File: config.mk
export PLATFORM = sky130hd
export DESIGN_NAME = fifo_tx_sequencer_flat
export DESIGN_NICKNAME = d
export VERILOG_FILES = /design/src/rtl/fifo_tx_sequencer_if.sv /design/src/rtl/fifo_tx_sequencer.sv /design/src/flat_wrapper.sv
export SDC_FILE = /design/constraint.sdc
export NUM_CORES = 1
export LEC_CHECK = 0
export ABC_AREA = 1
export BUFFER_PORTS_ARGS = -buffer_cell sky130_fd_sc_hd__buf_2
export CORE_UTILIZATION = 46
export DETAILED_ROUTE_END_ITERATION = 10
export MAX_ROUTING_LAYER = met4
export PLACE_DENSITY_LB_ADDON = 0.15
export RECOVER_POWER = 50
export SYNTH_ARGS = -nofsm -noshare
export SYNTH_HDL_FRONTEND = slang
export SYNTH_SLANG_ARGS = --single-unit
File: constraint.sdc
create_clock -name clk_100MHz -period 1.2 [get_ports clk_100MHz]
set_input_delay 0.06 -clock clk_100MHz [delete_from_list [all_inputs] [get_ports clk_100MHz]]
set_output_delay 0.06 -clock clk_100MHz [all_outputs]
set_load 0.005 [all_outputs]
File: src/rtl/fifo_tx_sequencer_if.sv
// Handshake bundle between the block sequencer, its character buffer and the UART.
// master = sequencer side, slave = buffer/UART side.
interface fifo_tx_sequencer_if #(
   parameter int DATA_SIZE = 8
);
   logic                 block_valid;
   logic                 fifo_empty;
   logic [DATA_SIZE-1:0] fifo_data;
   logic                 write_to_fifo;
   logic                 read_from_fifo;
   logic                 tx_ready;
   logic                 tx_start;
   logic [DATA_SIZE-1:0] tx_data;
   logic                 busy;
   logic                 block_done;
   logic                 err;

   modport master (
      input  block_valid, fifo_empty, fifo_data, tx_ready,
      output write_to_fifo, read_from_fifo, tx_start, tx_data, busy, block_done, err
   );

   modport slave (
      output block_valid, fifo_empty, fifo_data, tx_ready,
      input  write_to_fifo, read_from_fifo, tx_start, tx_data, busy, block_done, err
   );
endinterface

File: src/rtl/fifo_tx_sequencer.sv
// Streams one ciphertext block of CHAR_COUNT characters from a buffer to a UART.
// Define TX_CRLF_EN to append a CR/LF pair after every block.
module fifo_tx_sequencer #(
   parameter int DATA_SIZE  = 8,
   parameter int CHAR_COUNT = 16
) (
   input logic                  clk_100MHz,
   input logic                  reset_n,
   fifo_tx_sequencer_if.master  bus
);
   localparam int             CW   = $clog2(CHAR_COUNT) + 1;
   localparam logic [CW-1:0]  LAST = CW'(CHAR_COUNT);

   typedef enum logic [3:0] {
      IDLE,
      LOAD,
      WAIT_LOAD,
      SEND,
      WAIT_ACK,
      WAIT_TX,
`ifdef TX_CRLF_EN
      CR,
      LF,
`endif
      DONE
   } state_t;

`ifdef TX_CRLF_EN
   localparam logic [DATA_SIZE-1:0] CR_CHAR = DATA_SIZE'(8'h0D);
   localparam logic [DATA_SIZE-1:0] LF_CHAR = DATA_SIZE'(8'h0A);
   logic [1:0]            tail_reg;
`endif

   state_t                state_reg;
   logic [CW-1:0]         count_reg;
   logic [DATA_SIZE-1:0]  tx_data_reg;
   logic                  tx_start_reg;
   logic                  read_reg;
   logic                  write_reg;
   logic                  busy_reg;
   logic                  done_reg;
   logic                  err_reg;

   always_ff @(posedge clk_100MHz or negedge reset_n) begin
      if (!reset_n) begin
         state_reg    <= IDLE;
         count_reg    <= '0;
         tx_data_reg  <= '0;
         tx_start_reg <= 1'b0;
         read_reg     <= 1'b0;
         write_reg    <= 1'b0;
         busy_reg     <= 1'b0;
         done_reg     <= 1'b0;
         err_reg      <= 1'b0;
`ifdef TX_CRLF_EN
         tail_reg     <= 2'd0;
`endif
      end else begin
         // Strobes are single-cycle: they only rise on the transition that needs them.
         write_reg    <= 1'b0;
         read_reg     <= 1'b0;
         tx_start_reg <= 1'b0;
         done_reg     <= 1'b0;

         // A new block arriving while one is in flight is dropped, not queued.
         if (bus.block_valid && state_reg != IDLE)
            err_reg <= 1'b1;

         case (state_reg)
            IDLE: begin
               if (bus.block_valid) begin
                  state_reg <= LOAD;
                  write_reg <= 1'b1;
                  busy_reg  <= 1'b1;
               end
            end
            LOAD: begin
               count_reg <= '0;
`ifdef TX_CRLF_EN
               tail_reg  <= 2'd0;
`endif
               state_reg <= WAIT_LOAD;
            end
            WAIT_LOAD: begin
               if (!bus.fifo_empty)
                  state_reg <= SEND;
            end
            SEND: begin
               if (bus.fifo_empty && count_reg < LAST) begin
                  err_reg   <= 1'b1;
                  done_reg  <= 1'b1;
                  state_reg <= DONE;
               end else if (bus.tx_ready) begin
                  tx_data_reg  <= bus.fifo_data;
                  tx_start_reg <= 1'b1;
                  read_reg     <= 1'b1;
                  count_reg    <= (count_reg == LAST) ? count_reg : count_reg + CW'(1);
                  state_reg    <= WAIT_ACK;
               end
            end
            WAIT_ACK: begin
               if (!bus.tx_ready)
                  state_reg <= WAIT_TX;
            end
            WAIT_TX: begin
               if (bus.tx_ready) begin
                  if (count_reg < LAST) begin
                     state_reg <= SEND;
                  end else begin
`ifdef TX_CRLF_EN
                     // tail_reg counts trailer bytes already sent.
                     case (tail_reg)
                        2'd0:    state_reg <= CR;
                        2'd1:    state_reg <= LF;
                        default: begin
                           done_reg  <= 1'b1;
                           state_reg <= DONE;
                        end
                     endcase
`else
                     done_reg  <= 1'b1;
                     state_reg <= DONE;
`endif
                  end
               end
            end
`ifdef TX_CRLF_EN
            CR: begin
               if (bus.tx_ready) begin
                  tx_data_reg  <= CR_CHAR;
                  tx_start_reg <= 1'b1;
                  tail_reg     <= 2'd1;
                  state_reg    <= WAIT_ACK;
               end
            end
            LF: begin
               if (bus.tx_ready) begin
                  tx_data_reg  <= LF_CHAR;
                  tx_start_reg <= 1'b1;
                  tail_reg     <= 2'd2;
                  state_reg    <= WAIT_ACK;
               end
            end
`endif
            DONE: begin
               busy_reg  <= 1'b0;
               state_reg <= IDLE;
            end
            default: begin
               busy_reg  <= 1'b0;
               state_reg <= IDLE;
            end
         endcase
      end
   end

   assign bus.write_to_fifo  = write_reg;
   assign bus.read_from_fifo = read_reg;
   assign bus.tx_start       = tx_start_reg;
   assign bus.tx_data        = tx_data_reg;
   assign bus.busy           = busy_reg;
   assign bus.block_done     = done_reg;
   assign bus.err            = err_reg;
endmodule
File: src/flat_wrapper.sv
// flat-port wrapper written by rule: the top's interface ports become plain ports
module fifo_tx_sequencer_flat 
#(
   parameter int DATA_SIZE  = 8,
   parameter int CHAR_COUNT = 16
)
  (clk_100MHz, reset_n, bus_block_valid, bus_fifo_empty, bus_fifo_data, bus_tx_ready, bus_write_to_fifo, bus_read_from_fifo, bus_tx_start, bus_tx_data, bus_busy, bus_block_done, bus_err);
  fifo_tx_sequencer_if #(.DATA_SIZE(DATA_SIZE)) bus_i ();
  input logic clk_100MHz;
  input logic reset_n;
  input wire logic [$bits(bus_i.block_valid)-1:0] bus_block_valid;
  input wire logic [$bits(bus_i.fifo_empty)-1:0] bus_fifo_empty;
  input wire logic [$bits(bus_i.fifo_data)-1:0] bus_fifo_data;
  input wire logic [$bits(bus_i.tx_ready)-1:0] bus_tx_ready;
  output wire logic [$bits(bus_i.write_to_fifo)-1:0] bus_write_to_fifo;
  output wire logic [$bits(bus_i.read_from_fifo)-1:0] bus_read_from_fifo;
  output wire logic [$bits(bus_i.tx_start)-1:0] bus_tx_start;
  output wire logic [$bits(bus_i.tx_data)-1:0] bus_tx_data;
  output wire logic [$bits(bus_i.busy)-1:0] bus_busy;
  output wire logic [$bits(bus_i.block_done)-1:0] bus_block_done;
  output wire logic [$bits(bus_i.err)-1:0] bus_err;
  assign bus_i.block_valid = bus_block_valid;
  assign bus_i.fifo_empty = bus_fifo_empty;
  assign bus_i.fifo_data = bus_fifo_data;
  assign bus_i.tx_ready = bus_tx_ready;
  assign bus_write_to_fifo = bus_i.write_to_fifo;
  assign bus_read_from_fifo = bus_i.read_from_fifo;
  assign bus_tx_start = bus_i.tx_start;
  assign bus_tx_data = bus_i.tx_data;
  assign bus_busy = bus_i.busy;
  assign bus_block_done = bus_i.block_done;
  assign bus_err = bus_i.err;
  fifo_tx_sequencer #(.DATA_SIZE(DATA_SIZE), .CHAR_COUNT(CHAR_COUNT)) u_core (.clk_100MHz(clk_100MHz), .reset_n(reset_n), .bus(bus_i));
endmodule
==> summary.txt <==
Outcome
  • Run status: finished, violations left
  • Failing checks: negative setup slack

Synthesis
  • Cell area after synthesis: 1090 µm²
  • Synth top cells by count: 54 x nand2_1, 21 x dfrtp_1, 13 x nor2_1
  • Post-synthesis sequential area ratio: 48.4%
  • Synthesized area per cell: 7.76 µm²
  • Count leader, synth: nand2_1
  • #FFs+latches synth: 21
  • Largest cells by area after synthesis: dfrtp_1 48%, nand2_1 19%, nand3_1 4.6%
  • Yosys warnings: 0
  • Yosys cell types: 22
  • Number of synthesized flops with an enable pin: 0
  • Synth top area share: 48.4%
  • Post-synthesis cell count: 140
  • Most used DFF post-synth: dfrtp_1
  • Synth Net Count: 155
  • Async set-reset flop share out of synthesis: 100%
  • Post-synthesis cell type with the largest combined area: dfrtp_1

STA
  • Worst slew margin: 65.6%
  • Final setup fails: 2
  • Clock skew: 0.0103 ns
  • Fin crit share: 100%
  • Clock period minus final worst setup slack: 1.20 ns
  • Slew Viols, Final: 0
  • Worst-margin pin slew: 0.516 ns
  • Hold Violations, Final: 0
  • TNS Setup: -0.00622 ns
  • RSZ-0062 raised after global routing: yes
  • Top achievable clock speed: 0.830 GHz
  • Fin worst setup slack: -0.00441 ns

Worst hold path
  • Type of the worst min-delay path: in2reg
  • HP Start: bus_tx_ready
  • Hold Crit Depth: 3
  • Worst Hold Path EP: u_core.bus.block_done$_DFF_PN0_

Critical path
  • Max incr delay on CP: 0.48 ns
  • R2r endpoint: u_core.state_reg[2]$_DFFE_PN0P_
  • CP startpoint kind: register
  • Critical Path AT: 1.40 ns
  • Critical Path, Cell by Cell: inv_2 -> nor2_2 -> nand2_1 -> nand2_2 -> nor2_4 -> nand2_2 -> nand2_1 -> nand2_1
  • Register-to-Register Setup Slack: -0.004 ns
  • Slowest stage cell, crit path: dfrtp_2
  • Crit path max fanout: 6
  • Top cell by count, worst path: nand2_1
  • Reg2Reg Depth: 8
  • RR Startpoint: u_core.state_reg[1]$_DFFE_PN0P_
  • Critical path class: reg2reg
  • Endpoint type of the worst setup path: register
  • CP bufs+invs: 1
  • CP delay by family, top: simple AND/OR/NAND/NOR gates
  • CP required: 1.40 ns
  • Worst path depth: 8

Drt
  • DR vias: 1054
  • DRC errors left: 0
  • Wire length on met3: 90 µm
  • Routed WL: 2490 µm
  • Vias per cell: 4.86
  • Top Layer Used: met4
  • Iter 0 DRT Violations: 11
  • Routed Antenna Nets: 0
  • Routed len/inst: 11.5 µm
  • Met2 WL: 1280 µm
  • Detailed Routing Iterations Pass 1: 4
  • Post-Route M1 WL: 1090 µm

Clock network
  • Clock-pin slew on the worst setup and hold paths: 0.12 ns
  • Clock Sink Count: 21
  • Clock root cell: clkbuf_4
  • Htree depth: 1
  • Max Buffers Root-to-Sink: 2
  • Clk_lat worst skew: 0.30 ns
  • CTS tree: yes
  • CTS Buf Count: 3

Cells and area
  • # diodes: 0
  • Share of layout cells above drive strength 1: 38.1%
  • Final core area utilization: 69.1%
  • Final nets: 205
  • Syn-to-layout area delta: 40.7%
  • Max reg flops: 8

Pwr
  • Psw: 1.18 mW
  • Sequential share of power: 39.4%
  • Logic gate share of total power: 49.0%
  • Fraction of power spent switching nets: 41.0%
  • Clock power share: 11.6%
  • Static leakage: 0.790 nW
  • Peak supply drop: 1.07 mV
  • Int Power: 1.70 mW
  • Power Dens Cells: 1890 nW/µm²

Floorplan
  • Core area: 2210 µm²
  • Die area: 2560 µm²
  • FP Rows: 17
  • Chip Height: 50.6 µm
  • Die width: 50.6 µm
  • Io pins: 27
  • Initial core utilization: 49.1%

GRT
  • GRT overflow: 0
  • First-pass GRT wire length: 4180 µm
  • Total track usage: 22.8%
  • Initial antenna violation count: 0
  • Vias in the first global route: 1036
  • Largest net degree at the start of global routing: 22

Place
  • GP Congestion: 0.911
  • Pre-CTS setup slack: -0.0424 ns
  • DPL Wire Length: 1680 µm
  • PortBufs: 26

Job
  • Maxcap violations: 0
kinds of logic after synthesis:
family	synth area share, %
xor gates and xnor gates	2.42
DFF	48.4
buffers and inverters	6.68
and+or+nand+nor	35.1
AOI/OAI and AO/OA	5.07
adders and majority gates	2.30
power groups by stage:
stage,combinational [mW],clock [mW],sequential (mW)
finish,1.41,0.336,1.14
global route,1.58,0.366,1.16
CTS,1.26,0.342,1.11
detailed placement,1.14,0,1.11
global placement,1.11,0,1.10
floorplan,0.712,0,1.08
through the flow:
step / total power, mW / std cells / hold WS [ns] / cell area [µm²]
finish: 2.89 / 217 / 0.0815 / 1530
global route: 3.11 / 217 / 0.110 / 1530
floorplan: 1.80 / 140 / -0.236 / 1090
detailed placement: 2.25 / 200 / 0.0445 / 1290
global placement: 2.21 / 200 / 0.0378 / 1290
CTS: 2.71 / 215 / 0.0825 / 1460
area by class of cell:
class	instances	area, µm²
Tap cell	28	35.0
Multi-Input combinational cell	103	558
Fill cell	195	684
Timing Repair Buffer	48	328
Clock buffer	4	26.3
Inverter	13	51.3
Sequential cell	21	529
worst max path at each step:
stage / slack [ns] / from / to
2_1_floorplan: 0.04 / u_core.state_reg[2]$_DFFE_PN0P_ / u_core.count_reg[3]$_DFFE_PN0P_
4_1_cts: -0.003 / u_core.state_reg[0]$_DFFE_PN0P_ / u_core.state_reg[2]$_DFFE_PN0P_
5_1_grt: -0.10 / u_core.state_reg[1]$_DFFE_PN0P_ / u_core.state_reg[1]$_DFFE_PN0P_
6_report: -0.004 / u_core.state_reg[1]$_DFFE_PN0P_ / u_core.state_reg[2]$_DFFE_PN0P_
3_5_place_dp: -0.04 / u_core.state_reg[2]$_DFFE_PN0P_ / u_core.state_reg[2]$_DFFE_PN0P_
3_3_place_gp: -0.03 / u_core.state_reg[2]$_DFFE_PN0P_ / u_core.state_reg[2]$_DFFE_PN0P_
routing by layer:
metal / global-route usage, % / up-vias
met5: - / -
met4: 12.0 / 0
met3: 3.94 / 4
met2: 39.1 / 24
met1: 25.0 / 492
li1: - / 534
cell usage in the layout, fill, tap and decap left out, types with 5 or more instances in the layout:
master and n:
nand2_1 48, buf_2 25, dfrtp_1 18, dlygate4sd3_1 10
buf_4 10, inv_1 9, nand3_1 8, nand2_2 7
nor2_1 7, o21ai_1 7, nor2_4 6, nor2_2 5
worst min-delay path, stage by stage:
cell and delay (ns):
buf_2 0.13, inv_1 0.08, o21ai_0 0.08
what timing repair did:
action / CTS / global route
endpoints found under the setup margin: 16 / 18
resized for setup: 11 / 19
gates cloned: 0 / 0
endpoints found under the hold margin: 31 / 0
hold buffers: 10 / 0
pin swaps: 2 / 5
buffers inserted: 1 / 2
(Power assumes the default switching activity.)
